`src/rtl/reaction_ms_counter_if.sv`:
```
// Handshake/status bundle for the reaction-time millisecond counter.
// master = top-level FSM side, slave = counter side.
interface reaction_ms_counter_if;
    logic       enable;
    logic       start;
    logic       stop_n;
    logic [3:0] score_a;
    logic [3:0] score_b;
    logic [3:0] score_c;
    logic       running;
    logic       score_valid;
    logic       done;
    logic       timeout;

    modport master (
        output enable, start, stop_n,
        input  score_a, score_b, score_c,
        input  running, score_valid, done, timeout
    );

    modport slave (
        input  enable, start, stop_n,
        output score_a, score_b, score_c,
        output running, score_valid, done, timeout
    );
endinterface

```
`src/rtl/reaction_ms_counter.sv`:
```
// Reaction timer: prescaler, stop-key sync/edge detect, 3-digit BCD score.
// Optional REACTION_AUTO_TIMEOUT_EN: saturating tick ends the run with timeout.
module reaction_ms_counter #(
    parameter int unsigned CLK_HZ  = 50000000,
    parameter int unsigned TICK_HZ = 1000
) (
    input  logic                 clk,
    input  logic                 reset,
    reaction_ms_counter_if.slave bus
);
    localparam int unsigned DIV = CLK_HZ / TICK_HZ;
    localparam int unsigned PW  = $clog2(DIV);
    localparam logic [PW-1:0] DIV_M1 = PW'(DIV - 1);

    localparam logic [1:0] S_IDLE = 2'd0;
    localparam logic [1:0] S_RUN  = 2'd1;
    localparam logic [1:0] S_HOLD = 2'd2;

    logic [1:0]    state_q, state_d;
    logic [PW-1:0] presc_q, presc_d;
    logic [3:0]    dig_a_q, dig_a_d;
    logic [3:0]    dig_b_q, dig_b_d;
    logic [3:0]    dig_c_q, dig_c_d;
    logic          done_q, done_d;
    logic [2:0]    sync_q, sync_d;
    logic          stop_evt;
    logic          tick;
    logic          sat;
`ifdef REACTION_AUTO_TIMEOUT_EN
    logic          timeout_q, timeout_d;
`endif

    // Stop key: two sync stages then one history stage for the fall detect
    always_comb begin
        sync_d = {sync_q[1:0], bus.stop_n};
    end

    assign stop_evt = sync_q[2] & ~sync_q[1];
    assign tick     = (presc_q == DIV_M1);
    assign sat      = (dig_a_q == 4'd9) && (dig_b_q == 4'd9)
                   && (dig_c_q == 4'd9);

    // Run/hold sequencing, prescaler and BCD score update
    always_comb begin
        state_d = state_q;
        presc_d = presc_q;
        dig_a_d = dig_a_q;
        dig_b_d = dig_b_q;
        dig_c_d = dig_c_q;
        done_d  = 1'b0;
`ifdef REACTION_AUTO_TIMEOUT_EN
        timeout_d = timeout_q;
`endif
        case (state_q)
            S_IDLE: begin
                if (bus.enable && bus.start) begin
                    state_d = S_RUN;
                    presc_d = '0;
                    dig_a_d = 4'd0;
                    dig_b_d = 4'd0;
                    dig_c_d = 4'd0;
                end
            end
            S_RUN: begin
                if (!bus.enable) begin
                    state_d = S_IDLE;
                    presc_d = '0;
                    dig_a_d = 4'd0;
                    dig_b_d = 4'd0;
                    dig_c_d = 4'd0;
                end else if (stop_evt) begin
                    // stop beats a coincident tick: that tick is not scored
                    state_d = S_HOLD;
                    done_d  = 1'b1;
                end else begin
                    presc_d = tick ? '0 : presc_q + 1'b1;
                    if (tick) begin
                        if (!sat) begin
                            if (dig_c_q == 4'd9) begin
                                dig_c_d = 4'd0;
                                if (dig_b_q == 4'd9) begin
                                    dig_b_d = 4'd0;
                                    dig_a_d = dig_a_q + 4'd1;
                                end else begin
                                    dig_b_d = dig_b_q + 4'd1;
                                end
                            end else begin
                                dig_c_d = dig_c_q + 4'd1;
                            end
                        end
`ifdef REACTION_AUTO_TIMEOUT_EN
                        else begin
                            state_d   = S_HOLD;
                            done_d    = 1'b1;
                            timeout_d = 1'b1;
                        end
`endif
                    end
                end
            end
            S_HOLD: begin
                // digits stay visible after leaving HOLD for downstream readers
                if (!bus.enable) begin
                    state_d = S_IDLE;
`ifdef REACTION_AUTO_TIMEOUT_EN
                    timeout_d = 1'b0;
`endif
                end
            end
            default: begin
                state_d = S_IDLE;
`ifdef REACTION_AUTO_TIMEOUT_EN
                timeout_d = 1'b0;
`endif
            end
        endcase
    end

    // State, score and synchroniser registers
    always_ff @(posedge clk or negedge reset) begin
        if (!reset) begin
            state_q <= S_IDLE;
            presc_q <= '0;
            dig_a_q <= 4'd0;
            dig_b_q <= 4'd0;
            dig_c_q <= 4'd0;
            done_q  <= 1'b0;
            sync_q  <= 3'b111;
        end else begin
            state_q <= state_d;
            presc_q <= presc_d;
            dig_a_q <= dig_a_d;
            dig_b_q <= dig_b_d;
            dig_c_q <= dig_c_d;
            done_q  <= done_d;
            sync_q  <= sync_d;
        end
    end

`ifdef REACTION_AUTO_TIMEOUT_EN
    // Timeout flag, held for the whole HOLD it caused
    always_ff @(posedge clk or negedge reset) begin
        if (!reset) begin
            timeout_q <= 1'b0;
        end else begin
            timeout_q <= timeout_d;
        end
    end
    assign bus.timeout = timeout_q;
`else
    assign bus.timeout = 1'b0;
`endif

    assign bus.score_a     = dig_a_q;
    assign bus.score_b     = dig_b_q;
    assign bus.score_c     = dig_c_q;
    assign bus.running     = (state_q == S_RUN);
    assign bus.score_valid = (state_q == S_HOLD);
    assign bus.done        = done_q;
endmodule

```
`src/flat_wrapper.sv`:
```
// flat-port wrapper written by rule: the top's interface ports become plain ports
module reaction_ms_counter_flat 
#(
    parameter int unsigned CLK_HZ  = 50000000,
    parameter int unsigned TICK_HZ = 1000
)
  (clk, reset, bus_enable, bus_start, bus_stop_n, bus_score_a, bus_score_b, bus_score_c, bus_running, bus_score_valid, bus_done, bus_timeout);
  reaction_ms_counter_if bus_i ();
  input  logic clk;
  input  logic reset;
  input wire logic [$bits(bus_i.enable)-1:0] bus_enable;
  input wire logic [$bits(bus_i.start)-1:0] bus_start;
  input wire logic [$bits(bus_i.stop_n)-1:0] bus_stop_n;
  output wire logic [$bits(bus_i.score_a)-1:0] bus_score_a;
  output wire logic [$bits(bus_i.score_b)-1:0] bus_score_b;
  output wire logic [$bits(bus_i.score_c)-1:0] bus_score_c;
  output wire logic [$bits(bus_i.running)-1:0] bus_running;
  output wire logic [$bits(bus_i.score_valid)-1:0] bus_score_valid;
  output wire logic [$bits(bus_i.done)-1:0] bus_done;
  output wire logic [$bits(bus_i.timeout)-1:0] bus_timeout;
  assign bus_i.enable = bus_enable;
  assign bus_i.start = bus_start;
  assign bus_i.stop_n = bus_stop_n;
  assign bus_score_a = bus_i.score_a;
  assign bus_score_b = bus_i.score_b;
  assign bus_score_c = bus_i.score_c;
  assign bus_running = bus_i.running;
  assign bus_score_valid = bus_i.score_valid;
  assign bus_done = bus_i.done;
  assign bus_timeout = bus_i.timeout;
  reaction_ms_counter #(.CLK_HZ(CLK_HZ), .TICK_HZ(TICK_HZ)) u_core (.clk(clk), .reset(reset), .bus(bus_i));
endmodule
```
`config.mk`:
```
export PLATFORM = sky130hd
export DESIGN_NAME = reaction_ms_counter_flat
export DESIGN_NICKNAME = d
export VERILOG_FILES = /design/src/rtl/reaction_ms_counter_if.sv /design/src/rtl/reaction_ms_counter.sv /design/src/flat_wrapper.sv
export SDC_FILE = /design/constraint.sdc
export NUM_CORES = 1
export LEC_CHECK = 0
export ABC_AREA = 1
export CORE_MARGIN = 2
export CORE_UTILIZATION = 47
export CTS_CLUSTER_SIZE = 24
export DETAILED_ROUTE_END_ITERATION = 12
export PLACE_DENSITY = 0.8
export SETUP_SLACK_MARGIN = 0.15
export SYNTH_ARGS = -nofsm -noshare
export SYNTH_HDL_FRONTEND = slang
export SYNTH_SLANG_ARGS = --single-unit
```
`constraint.sdc`:
```
create_clock -name clk -period 1.96 [get_ports clk]
set_input_delay 0.49 -clock clk [delete_from_list [all_inputs] [get_ports clk]]
set_output_delay 0.49 -clock clk [all_outputs]
set_load 0.03 [all_outputs]
```
# ---- After elaboration in Yosys (flattened, before gate mapping)
# Cells that the tools add are included.
dict set report totals {
  regBits 34
  out_inout_bits 16
  wordCells 71
}
dict set report op_classes {
  n_addsub 4
  eq_ne 14
  n_mux 34
  bitwise_logic 2
  reduce_logical 10
}
# cell n
set ops {}
lappend ops {{4-bit two-way mux} 18}
lappend ops {{16-bit two-way mux} 4}
lappend ops {{16-bit one-hot mux with 2 select lines} 1}
lappend ops {{4-bit one-hot mux with 2 select lines} 3}
lappend ops {{16-bit by 1-bit adder with 16-bit output (second input constant)} 1}
lappend ops {{16-bit == test (second input constant)} 1}
lappend ops {{4-bit by 1-bit adder with 4-bit output (second input constant)} 3}
lappend ops {{4-bit == test (second input constant)} 3}
lappend ops {{3-bit by 2-bit != test with 1-bit output (second input constant)} 4}
lappend ops {{2-bit two-way mux} 4}
lappend ops {{7-bit AND reduction} 1}
lappend ops {{3-bit != test (second input constant)} 2}
lappend ops {{2-bit one-hot mux with 3 select lines} 1}
lappend ops {{3-bit AND reduction} 2}
lappend ops {{6-bit AND reduction} 1}
lappend ops {{5-bit AND reduction} 1}
lappend ops {{1-bit logical AND} 3}
lappend ops {{1-bit two-way mux} 3}
lappend ops {{2-bit by 1-bit == test with 1-bit output (second input constant)} 1}
lappend ops {{2-bit == test (second input constant)} 1}
lappend ops {{2-bit logical NOT} 1}
lappend ops {{2-bit by 1-bit != test with 1-bit output (second input constant)} 1}
lappend ops {{2-bit != test (second input constant)} 1}
lappend ops {{2-bit nonzero test} 1}
lappend ops {{other kinds (2)} 2}

# ---- Logic depth before layout (Yosys ltp)
# Gate-level depths: netlist (run 1).
dict set report logic_depth {
  ltp_word 8
  ltp_mapped 10
  depth_no_buf 10
}

# ---- Worst setup path after synthesis (run 1)
# OpenSTA, ideal clock, no wires.
dict set report synth_timing {
  path_type {register to register}
  from {register u_core.dig_c_q[0], in the netlist u_core.bus.score_c[0]}
  to {register u_core.dig_a_q[0], in the netlist u_core.bus.score_a[0]}
  setup_time_ns 0.118
  t_arrival_ns 1.593
  required_ns 1.842
  path_slack_ns 0.249
  path_stages_with_launch 9
  n_path_buf 0
  path_cell_list {dfrtp_1 -> ha_1 -> nand2_1 -> nor2_2 -> inv_1 -> o21ai_1 -> nand4_1 -> nand2_1 -> nand2_1}
}
dict set report synth_via {
  elab_chain_cells 4
  elab_cells_between_ends 5
  classes_between {eq/ne: 3; reduce/logical: 2}
}
# element line_no
set synth_rtl {}
lappend synth_rtl {{start: declaration} reaction_ms_counter.sv:23} ;# logic [3:0] dig_c_q, dig_c_d;
lappend synth_rtl {{start signal: assignment} reaction_ms_counter.sv:134} ;# dig_c_q <= dig_c_d;
lappend synth_rtl {{4-bit == test (*)} {reaction_ms_counter.sv:41, reaction_ms_counter.sv:79}}
lappend synth_rtl {{1-bit logical AND} reaction_ms_counter.sv:41} ;# && (dig_c_q == 4'd9);
lappend synth_rtl {{3-bit != test (no source line)} --}
lappend synth_rtl {{7-bit AND reduction (no source line) (*)} --}
lappend synth_rtl {{end signal: assignment} reaction_ms_counter.sv:132} ;# dig_a_q <= dig_a_d;
lappend synth_rtl {{end: declaration} reaction_ms_counter.sv:21} ;# logic [3:0] dig_a_q, dig_a_d;
# Every way passes the cells marked *; elsewhere a longest branch is shown, timed or not.
# A chain may end at the register's enable or synchronous reset.

# ---- Worst setup path in the final report (run 1)
dict set report layout_timing {
  from {register u_core.presc_q[1]}
  to {register u_core.dig_a_q[3], in the netlist u_core.bus.score_a[3]}
}
dict set report layout_via {
  elab_chain_cells 3
}
# element line_no
set layout_rtl {}
lappend layout_rtl {{start: declaration} reaction_ms_counter.sv:20} ;# logic [PW-1:0] presc_q, presc_d;
lappend layout_rtl {{start signal: assignment} reaction_ms_counter.sv:131} ;# presc_q <= presc_d;
lappend layout_rtl {{16-bit == test} reaction_ms_counter.sv:39} ;# assign tick = (presc_q == DIV_M1);
lappend layout_rtl {{3-bit by 2-bit != test with 1-bit output (no source line)} --}
lappend layout_rtl {{7-bit AND reduction (no source line)} --}
# No other way between the ends.

==> qor.yml, run 1 <==
routed_wirelength_um: 4528
dp_hpwl_um: 3184
p_clk_share_pct: 21.9
grt_pass1_vias: 1729
max_freq_ghz: 0.5873
min-delay-path-class: "register to register"
cap_violations: 0
rr_startpoint: "u_core.presc_q[1]$_DFFE_PN0P_"
gp_congestion: 0.9075
synth_ff_type: "dfrtp_1"
crit_fanout: 4
crit_top_cell: "nand2_1"
fin_ws_ns: 0.2573
syn_area_um2: 2019
seq_power_share_pct: 35.9
drcViolationCount: 0
place_ws_ns: -0.1110
async_flop_share_pct: 100.0
finalInstanceArea_um2: 2519
skew_ns: 0.005311
tritoncts: "done"
cpMaxStageDelayCell: "dfrtp_1"
cts.htree.levels: 2
syn_inst: 270
grt_max_degree: 35
cts_buffers: 5
reg2reg_slack_ns: 0.26
ys_top_cells_by_count: "nand2_1, nor2_1, dfrtp_1"
status: "finished, final reports clean"
finalSetupViolations: 0
core_um2: 4058
start_util_pct: 49.77
pwr_density_cell_nw_per_um2: 956.7
crit_required_ns: 2.14
dieHeight_um: 69.55
ys.warnings.count: 0
clkTransAtPathRegs_ns: 0.07
crit_chain: "ha_2 > nand2_1 > inv_1 > nand2_2 > nor2_1 > nand2_1 > nand2_1 > buf_4 > nand4_1 > nand2_1 > nand2_1"
critical_path_class: "register to register"
antenna_cells: 0
viasPerCell: 5.135
pin_count: 21
arrival_ns: 1.88
wl_per_cell_um: 12.44
layout-drive-gt1-share_pct: 15.29
hold_end: "u_core.sync_q[1]$_DFF_PN1_"
vias: 1869
antenna_found_initial: 0
synthTopCellsByArea: "dfrtp_1, nand2_1, nor2_1"
synth_edf_count: 0
synth_area_per_cell_um2: 7.479
worst_path_largest_cell_delay_ns: 0.37
r2r_end: "u_core.bus.score_a[3]$_DFFE_PN0P_"
synth_area_leader_cell: "dfrtp_1"
synth_cell_types: 26
p_sw_mw: 0.9622
vdd_drop_max_mv: 0.6274
hold_start: "u_core.sync_q[0]$_DFF_PN1_"
slew_violations: 0
die_w_um: 69.55
hold_viol: 0
cts_sinks: 34
worst_setup_path_start_kind: "register"
rsz0062_at_grt: "false"
endpoint_kind: "register"
overflow: 0
period_share_pct: 86.87
final.min_clock_period_ns: 1.703
dieArea_um2: 4837
first_iter_violations: 149
grt_pass1_wl_um: 7659
r2r.worst_path.cells: 11
switching_share_pct: 39.93
hold_depth: 0
cts_root_buf: "clkbuf_8"
synth-seq-area-share_pct: 42.32
clk_path_buf_depth: 2
comb_power_share_pct: 42.1
drt-pass1-iter-count: 4
grt_usage_pct: 19.72
areaGrowthSynthToFinish_pct: 24.72
dpl_cell_area_um2: 2371
nNetsFinal: 325
yosysMostFrequentCell: "nand2_1"
syn-num-nets: 282
synth_top_area_share_pct: 38.41
portBuffers: 19
clkLatencyLatePin_ns: 0.29
row_count: 23
power.internal_mw: 1.447
leakagePower_nw: 1.249
drtAntennaViolNets: 0
ys_ff_latch: 34
cells in the final DEF (no fill, tap or decap), types with 4 or more instances in the layout:
cell,n
a21oi_1,6
buf_4,17
clkbuf_8,6
dfrtp_1,31
dlygate4sd2_1,12
ha_1,6
inv_1,30
nand2_1,65
nand2_2,4
nand3_1,19
nand4_1,17
nor2_1,44
nor3_1,4
o21ai_0,9
o21ai_1,4
xor2_1,7
metrics by stage:
| stage | power (mW) | cells | hold WS, ns | util [%] | TNS (ns) |
|---|---|---|---|---|---|
| 2_1_floorplan | 1.457 | 270 | 0.1944 | - | 0 |
| 3_3_place_gp | 1.791 | 351 | 0.3484 | 58.43 | -0.9674 |
| 3_5_place_dp | 1.811 | 351 | 0.3513 | 58.43 | -1.896 |
| 4_1_cts | 2.315 | 359 | 0.3602 | 60.22 | 0 |
| 5_1_grt | 2.570 | 364 | 0.3631 | 62.07 | 0 |
| 6_report | 2.410 | 364 | 0.3581 | 62.07 | 0 |
flip-flops by register name, summed over array words and instances, names as in the netlist:
register / flops
u_core.presc_q: 16
u_core.state_q: 2
u_core.bus.done: 1
u_core.bus.score_c: 4
u_core.bus.score_a: 4
u_core.sync_q: 3
u_core.bus.score_b: 4
logic make-up (layout without fill, tap and decap cells):
kind of cell    Yosys count  after routing  share of synthesized area (%)
fa+ha+maj                 7              7                          4.337
flops                    34             34                          42.32
simple gates            164            166                          37.11
xor+xnor                  7              7                          3.036
other cells               1              1                         0.1857
buf+inv                  37             79                          7.807
compound gates           20             20                          5.204
final cells by class:
type	instances	area [um2]
clock buffers	8	90.09
fillers	364	1539
inverters	33	123.9
multi-input cells	201	1050
flip-flops and latches	34	854.6
well taps	50	62.56
repair buffers	38	337.8
layer usage:
| metal | up-vias | share of wire, % | global-route usage (%) |
|---|---|---|---|
| met5 | - | 0 | 0 |
| met4 | 0 | 1.6 | 7.843 |
| met3 | 7 | 3.6 | 3.488 |
| met2 | 31 | 46 | 30.56 |
| met1 | 866 | 49 | 27.43 |
| li1 | 965 | - | - |
power groups by stage:
stage / clock network, mW / registers, mW / logic, mW
after floorplan: 0 / 0.933 / 0.524
after detailed placement: 0 / 0.878 / 0.933
after CTS: 0.544 / 0.863 / 0.908
after global routing: 0.569 / 0.876 / 1.12
after global placement: 0 / 0.875 / 0.915
final: 0.529 / 0.865 / 1.02
critical path, delay by kind of cell (launching register included):
| kind | cells | cell delay, ns |
|---|---|---|
| flip-flops | 1 | 0.37 |
| AND/OR/NAND/NOR | 8 | 0.83 |
| buffers and inverters | 2 | 0.20 |
| adder cells (fa/ha/maj) | 1 | 0.19 |
worst max path at each step:
| stage | startpoint | endpoint | slack, ns | cells past startpoint |
|---|---|---|---|---|
| final | u_core.presc_q[1]$_DFFE_PN0P_ | u_core.bus.score_a[3]$_DFFE_PN0P_ | 0.26 | 11 |
| after global routing | u_core.presc_q[1]$_DFFE_PN0P_ | u_core.bus.score_a[3]$_DFFE_PN0P_ | 0.15 | 11 |
| after CTS | u_core.state_q[1]$_DFFE_PN0P_ | bus_running | 0.08 | 4 |
| after detailed placement | bus_enable | u_core.bus.score_a[3]$_DFFE_PN0P_ | -0.11 | 8 |
| after global placement | bus_enable | u_core.presc_q[12]$_DFFE_PN0P_ | -0.08 | 8 |
| after floorplan | u_core.bus.score_c[0]$_DFFE_PN0P_ | u_core.bus.score_a[0]$_DFFE_PN0P_ | 0.25 | 8 |
timing repair:
| action | in CTS | in global routing |
|---|---|---|
| setup endpoints to repair | 14 | 25 |
| hold buffers | 0 | 0 |
| gates cloned | 0 | 2 |
| resized for setup | 14 | 12 |
| pin swaps | 0 | 4 |
| setup buffers | 0 | 3 |
No activity file was read; power rests on OpenSTA's default activity.
==> inputs of run 2 (changes only) <==
--- a/config.mk
+++ b/config.mk
@@ -12,6 +12,7 @@
 export DETAILED_ROUTE_END_ITERATION = 12
 export PLACE_DENSITY = 0.8
 export SETUP_SLACK_MARGIN = 0.15
+export SKIP_CTS_REPAIR_TIMING = 1
 export SYNTH_ARGS = -nofsm -noshare
 export SYNTH_HDL_FRONTEND = slang
 export SYNTH_SLANG_ARGS = --single-unit
==> run 2 against run 1 <==
  * Wire length is 0.66% higher
  * Global-route usage stayed put
  * Highest routed layer unchanged
  * Cell count stayed put
  * Total power is 1.1% higher
  * Die area stayed put
  * Design area is 1.9% higher
  * Flip-flop and latch count stayed put
  * Critical path depth is 7 lower
  * Sequential share of layout area is 0.63 points lower
  * Critical path type is now register to output port
==> qor.yml, run 2 (synthesized netlist as in run 1, its figures left out) <==
reg2reg_slack_ns: 0.25  # about the same
pwr_density_cell_nw_per_um2: 949.5  # -0.75%
grt_pass1_vias: 1729  # unchanged
status: "finished, final reports clean"
finalSetupViolations: 0  # unchanged
viasPerCell: 5.165  # +0.59%
clk_path_buf_depth: 2  # unchanged
routed_wirelength_um: 4558  # +0.66%
pin_count: 21  # unchanged
first_iter_violations: 104  # -30%
grt_max_degree: 35  # unchanged
dp_hpwl_um: 3184  # unchanged
min-delay-path-class: "register to register"
cts_buffers: 5  # unchanged
vdd_drop_max_mv: 0.6446  # +2.7%
crit_required_ns: 1.47  # -0.67 ns
row_count: 23  # unchanged
drtAntennaViolNets: 0  # unchanged
max_freq_ghz: 0.5657  # -3.7%
overflow: 0  # unchanged
grt_usage_pct: 19.72  # unchanged
period_share_pct: 90.20  # +3.3 points
drcViolationCount: 0  # unchanged
rr_startpoint: "u_core.presc_q[1]$_DFFE_PN0P_"
clkTransAtPathRegs_ns: 0.06  # about the same
vias: 1880  # +0.59%
max_flop_register: "u_core.presc_q"
dieArea_um2: 4837  # unchanged
layout-drive-gt1-share_pct: 14.33  # -0.96 points
start_util_pct: 49.77  # unchanged
worstSetupStartpoint: "u_core.state_q[1]$_DFFE_PN0P_"
areaGrowthSynthToFinish_pct: 27.08
cts_sinks: 34  # unchanged
power.total_mw: 2.437  # +1.1%
nNetsFinal: 325  # unchanged
grt_pass1_wl_um: 7659  # unchanged
hold_start: "u_core.sync_q[0]$_DFF_PN1_"
layout_common_cells: "nand2_1, nor2_1, dfrtp_1"
p_clk_share_pct: 21.7  # -0.2 points
skew_ns: 0.004502  # -0.0008091 ns
endpoint_kind: "output port"
whs_ns: 0.3582  # +0.00008900 ns
final_core_util_pct: 63.24  # +1.2 points
p_sw_mw: 0.9628  # about the same
fin_ws_ns: 0.1921  # -0.06513 ns
cap_violations: 0  # unchanged
worst_setup_path_start_kind: "register"
final.min_clock_period_ns: 1.768  # +0.06513 ns
slew_violations: 0  # unchanged
cts.htree.levels: 2  # unchanged
clkLatencyLatePin_ns: 0.29  # about the same
cts_root_buf: "clkbuf_8"
hold_viol: 0  # unchanged
wl_per_cell_um: 12.52  # +0.66%
core_um2: 4058  # unchanged
leakagePower_nw: 1.425  # +14%
portBuffers: 19  # unchanged
critical_path_class: "register to output port"
rsz0062_at_grt: "true"
drt-pass1-iter-count: 4  # unchanged
gp_congestion: 0.9075  # unchanged
comb_power_share_pct: 42.8  # +0.7 points
place_ws_ns: -0.1110  # unchanged
arrival_ns: 1.28  # -0.60 ns
tritoncts: "done"
power.internal_mw: 1.474  # +1.8%
crit_fanout: 6  # +2
switching_share_pct: 39.51  # -0.42 points
antenna_found_initial: 0  # unchanged
seq_power_share_pct: 35.5  # -0.4 points
dieHeight_um: 69.55  # unchanged
die_w_um: 69.55  # unchanged
antenna_cells: 0  # unchanged
layout_commonest_cell: "nand2_1"
largest_reg_flops: 16  # unchanged
==> run 2: power by group through the flow <==
stage	combinational [mW]	clock, mW	sequential [mW]
2_1_floorplan	0.524	0	0.933
3_3_place_gp	0.915	0	0.875
3_5_place_dp	0.933	0	0.878
4_1_cts	0.942	0.544	0.865
5_1_grt	1.15	0.569	0.877
6_report	1.04	0.528	0.866
==> run 2: cell type report <==
type	count	area, um2
fillers	348	1491
multi-input cells	201	1040
flip-flops and latches	34	854.6
repair buffers	38	395.4
inverters	33	123.9
clock buffers	8	90.09
well taps	50	62.56
==> run 2: worst paths after layout <==
kind	end	cells after the start
hold reg to reg	u_core.sync_q[1]$_DFF_PN1_	0
hold / removal	u_core.sync_q[1]$_DFF_PN1_	0
min in group asynchronous	u_core.presc_q[8]$_DFFE_PN0P_	2
setup / recovery	bus_running	4
setup reg to reg	u_core.bus.score_a[3]$_DFFE_PN0P_	11
max in group asynchronous	u_core.sync_q[2]$_DFF_PN1_	2
==> run 2: worst max-delay path, stage by stage (launching register included) <==
cell and delay [ns]:
dfrtp_1 0.37, inv_2 0.14, nand2_1 0.09, inv_1 0.09, dlymetal6s2s_1 0.30
==> run 2: per-stage QoR <==
stage	setup TNS [ns]	std cells	instance area (um2)
global placement	-0.9674	351	2371
finish	0	364	2566
detailed placement	-1.896	351	2371
floorplan	0	270	2019
global route	0	364	2566
CTS	-0.3416	359	2461
==> run 2: metal layers <==
metal / part of all wire, % / up-vias / GRT usage (%)
li1: - / 963 / -
met1: 48 / 866 / 27.43
met2: 46 / 46 / 30.56
met3: 5.6 / 5 / 3.488
met4: 0.88 / 0 / 7.843
met5: 0 / - / 0
==> inputs of run 3 (changes only) <==
==> constraint.sdc (replaced) <==
create_clock -name clk -period 1.96 [get_ports clk]
set_input_delay 0.49 -clock clk [delete_from_list [all_inputs] [get_ports clk]]
set_output_delay 0.49 -clock clk [all_outputs]
set_load 0.1 [all_outputs]
==> run 3 against run 2 <==
  * Flip-flop and latch count stayed put
  * Die area is the same
  * Highest routed layer unchanged
  * Critical path depth unchanged
==> qor.yml, run 3 (synthesized netlist as in run 1, its figures left out) <==
grt_pass1_wl_um: 7866  # +2.7%
clkLatencyLatePin_ns: 0.29  # about the same
clk_path_buf_depth: 2  # unchanged
grt_max_degree: 35  # unchanged
grt_usage_pct: 19.99  # +0.27 points
cts_sinks: 34  # unchanged
cap_violations: 0  # unchanged
layout_commonest_cell: "nand2_1"
leakagePower_nw: 1.199  # -16%
slew_violations: 0  # unchanged
power.internal_mw: 1.574  # +6.8%
dpl_cell_area_um2: 2501  # +5.5%
switching_share_pct: 44.14  # +4.6 points
final_cells: 361  # -0.82%
place_ws_ns: -0.07962  # +0.03136 ns
final.min_clock_period_ns: 1.750  # -0.01739 ns
clkTransAtPathRegs_ns: 0.07  # about the same
p_sw_mw: 1.244  # +29%
period_share_pct: 89.31  # -0.89 points
drtAntennaViolNets: 0  # unchanged
drcViolationCount: 0  # unchanged
die_w_um: 69.55  # unchanged
fin_ws_ns: 0.2095  # +0.01739 ns
rsz0062_at_grt: "true"
portBuffers: 19  # unchanged
cts_root_buf: "clkbuf_8"
skew_ns: 0.007660  # +0.003159 ns
critical_path_class: "register to output port"
dp_hpwl_um: 3287  # +3.2%
worst_setup_path_start_kind: "register"
core_um2: 4058  # unchanged
routed_wirelength_um: 4414  # -3.2%
overflow: 0  # unchanged
finalInstanceArea_um2: 2650  # +3.3%
viasPerCell: 5.169  # about the same
vdd_drop_max_mv: 0.9413  # +46%
min-delay-path-class: "register to register"
row_count: 23  # unchanged
p_clk_share_pct: 19.2  # -2.5 points
cts.htree.levels: 2  # unchanged
grt_pass1_vias: 1788  # +3.4%
wl_per_cell_um: 12.23  # -2.4%
dieArea_um2: 4837  # unchanged
gp_congestion: 0.9007  # -0.75%
layout-drive-gt1-share_pct: 22.83  # +8.5 points
power.total_mw: 2.817  # +16%
first_iter_violations: 133  # +28%
start_util_pct: 49.77  # unchanged
dieHeight_um: 69.55  # unchanged
nNetsFinal: 322  # -0.92%
seq_power_share_pct: 31.9  # -3.6 points
areaGrowthSynthToFinish_pct: 31.23
antenna_cells: 0  # unchanged
largest_reg_flops: 16  # unchanged
endpoint_kind: "output port"
place_inst: 347  # -1.1%
drt-pass1-iter-count: 4  # unchanged
hold_viol: 0  # unchanged
antenna_found_initial: 0  # unchanged
layout_common_cells: "nand2_1, nor2_1, inv_1"
crit_required_ns: 1.47  # about the same
pwr_density_cell_nw_per_um2: 1063  # +12%
arrival_ns: 1.26  # -0.02 ns
crit_fanout: 6  # unchanged
pin_count: 21  # unchanged
comb_power_share_pct: 49.0  # +6.2 points
max_flop_register: "u_core.presc_q"
finalSetupViolations: 0  # unchanged
vias: 1866  # -0.74%
cts_buffers: 5  # unchanged
max_freq_ghz: 0.5713  # +0.99%
status: "finished, final reports clean"
tritoncts: "done"
==> run 3: cell types whose count changed in the layout (fill, tap and decap cells not counted), moves of 2 or more <==
cell | previous run | this run
dfrtp_4 | 0 | 2
dlymetal6s2s_1 | 15 | 0
buf_12 | 2 | 15
dfrtp_2 | 0 | 10
dfrtp_1 | 31 | 19
==> run 3: per-stage QoR <==
stage	utilization, %	hold WS, ns	setup TNS [ns]
after detailed placement	61.64	0.3510	-0.4340
after global placement	61.64	0.3488	0
after global routing	65.31	0.3641	0
after floorplan	-	0.1944	0
after CTS	63.89	0.3612	0
final	65.31	0.3591	0
==> run 3: cell type report <==
cell class              instances  area [um2]
fillers                       328        1408
multi-input cells             199        1022
flip-flops and latches         34       874.6
repair buffers                 37       475.5
inverters                      33       123.9
clock buffers                   7       86.33
well taps                      50       62.56
clock inverters                 1       5.005
==> run 3: worst paths after layout <==
kind                                                   start                                 to  slack (ns)  cells past startpoint
max                            u_core.state_q[1]$_DFFE_PN0P_                        bus_running        0.21                      4
min                               u_core.sync_q[0]$_DFF_PN1_         u_core.sync_q[1]$_DFF_PN1_        0.36                      0
max reg2reg                u_core.bus.score_c[1]$_DFFE_PN0P_  u_core.bus.score_a[0]$_DFFE_PN0P_        0.31                      9
min reg2reg                       u_core.sync_q[0]$_DFF_PN1_         u_core.sync_q[1]$_DFF_PN1_        0.36                      0
max in group asynchronous                              reset  u_core.bus.score_c[0]$_DFFE_PN0P_        1.02                      2
min in group asynchronous                              reset      u_core.presc_q[0]$_DFFE_PN0P_        0.61                      2
==> run 3: critical path: stages (launching register included) <==
cell	delay, ns
dfrtp_1	0.38
inv_2	0.13
nand2_1	0.14
inv_2	0.14
buf_12	0.18
==> run 3: routing by layer <==
| metal | share of wire, % | GRT usage (%) | wire length, um |
|---|---|---|---|
| met5 | 0 | 0 | 0 |
| met4 | 2.2 | 6.972 | 97 |
| met3 | 4.5 | 5.378 | 197 |
| met2 | 46 | 30.66 | 2013 |
| met1 | 48 | 27.25 | 2105 |
==> run 3: power by group through the flow <==
stage | clock [mW] | sequential, mW | combinational, mW
after floorplan | 0 | 1.14 | 0.601
after global placement | 0 | 0.909 | 1.25
after detailed placement | 0 | 0.910 | 1.28
after CTS | 0.552 | 0.897 | 1.28
after global routing | 0.585 | 0.911 | 1.48
final | 0.540 | 0.898 | 1.38
==> variant, RTL diff (config.mk and constraints of run 2) <==
Add a define of `REACTION_AUTO_TIMEOUT_EN`.
--- a/src/rtl/reaction_ms_counter.sv
+++ b/src/rtl/reaction_ms_counter.sv
@@ -1,5 +1,7 @@
 // Reaction timer: prescaler, stop-key sync/edge detect, 3-digit BCD score.
 // Optional REACTION_AUTO_TIMEOUT_EN: saturating tick ends the run with timeout.
+`define REACTION_AUTO_TIMEOUT_EN
+
 module reaction_ms_counter #(
     parameter int unsigned CLK_HZ  = 50000000,
     parameter int unsigned TICK_HZ = 1000
Check against the original RTL: no difference found for any inputs over 10 cycles, from zero or initial values and one cycle with reset low; that may be too few to reach the edited logic, so the function may still have changed.
==> variant against run 2 <==
- clock power rose by 49%
- worst setup slack improved by 0.0011 ns
- power increased by 16%
- largest power group unchanged
- sequential cell count rose by 1
- routed wire length grew 12%
- area after synthesis increased by 7.6%
- final area grew 7.8%
==> variant: results (changes against run 2) <==
crit_fanout: 4  # was 6
grt_max_degree: 36  # was 35
path_clk_slew_ns: 0.08  # was 0.06 ns
preCtsSetupSlack_ns: -0.0765  # was -0.111 ns
clk-power_mw: 0.789  # was 0.528 mW
seqCellArea_sq_um: 880  # was 855 sq um
design_area_sq_um: 2770  # was 2570 sq um
non_clock_inverter_total_of_the_final_layout: 28  # was 33
int_pwr_mw: 1.74  # was 1.47 mW
place_hpwl_um: 3650  # was 3180 um
worst_slack_ns: 0.193  # was 0.192 ns
setup.worst_path.start: "u_core.state_q[0]"  # was u_core.state_q[1]
gp_congestion: 0.870  # was 0.908
ys_top_cells_by_count: "nand2_1 (82), nor2_1 (50), dfrtp_1 (32)"  # was nand2_1 (67), nor2_1 (45), dfrtp_1 (31)
multi_input_cells: 231  # was 201
grt_use_met1_pct: 26.2  # was 27.4%
rr_endpoint: "u_core.bus.score_c[1]"  # was u_core.bus.score_a[3]
num_vias: 2119  # was 1880
avgViaCountPerCell: 5.36  # was 5.16
vdd_ir_drop_max_mv: 0.650  # was 0.645 mV
met3RoutedLength_um: 206  # was 254 um
gr_util_all_layers_pct: 20.9  # was 19.7%
status: "complete, no violations"  # unchanged
critPathMaxStageDelay_ns: 0.45  # was 0.37 ns
wire_length_of_the_first_global_routing_pass_um: 8420  # was 7660 um
grtUsageMet2_pct: 36.0  # was 30.6%
drive_above_1_share_pct: 16.6  # was 14.3%
buffers: 41  # was 38
synthDistinctLibCells: 35  # was 26
leakage_nw: 1.52  # was 1.43 nW
reg2reg_from: "u_core.bus.score_c[0]"  # was u_core.presc_q[1]
ys_seq_area_share_pct: 40.5  # was 42.3%
avgRoutedWirePerCell_um: 13.0  # was 12.5 um
fin_nets: 354  # was 325
drtIter0Drc: 134  # was 104
multi_input_gate_share_of_the_layout_cell_area_pct: 42.8  # was 40.5%
layout.clock.cell_area_share_pct: 4.93  # was 3.51%
met2RoutedLength_um: 2540  # was 2080 um
synth.area.top_cells: "dfrtp_1 (37%), nand2_1 (14%), nor2_1 (8.6%)"  # was dfrtp_1 (38%), nand2_1 (12%), nor2_1 (8.4%)
==> variant: logic make-up (layout without fill, tap and decap cells) <==
family / after synthesis / in the layout / synth area share (%)
DFF: 35 / 35 / 40.5
AOI/OAI and AO/OA: 21 / 21 / 6.28
buffers and inverters: 30 / 77 / 5.58
adders and majority gates: 7 / 7 / 4.03
xor gates and xnor gates: 4 / 4 / 1.61
and+or+nand+nor: 198 / 198 / 41.6
muxes: 1 / 1 / 0.461
==> variant: how the worst min path moves through the flow <==
stage | startpoint | end | slack, ns | cells after the start
after detailed placement | u_core.sync_q[0] | u_core.sync_q[1] | 0.35 | 0
after global placement | u_core.sync_q[0] | u_core.sync_q[1] | 0.35 | 0
after CTS | u_core.sync_q[0] | u_core.sync_q[1] | 0.36 | 0
final | u_core.sync_q[0] | u_core.sync_q[1] | 0.36 | 0
after floorplan | reset | u_core.bus.done | 0.19 | 0
after global routing | u_core.sync_q[0] | u_core.sync_q[1] | 0.37 | 0
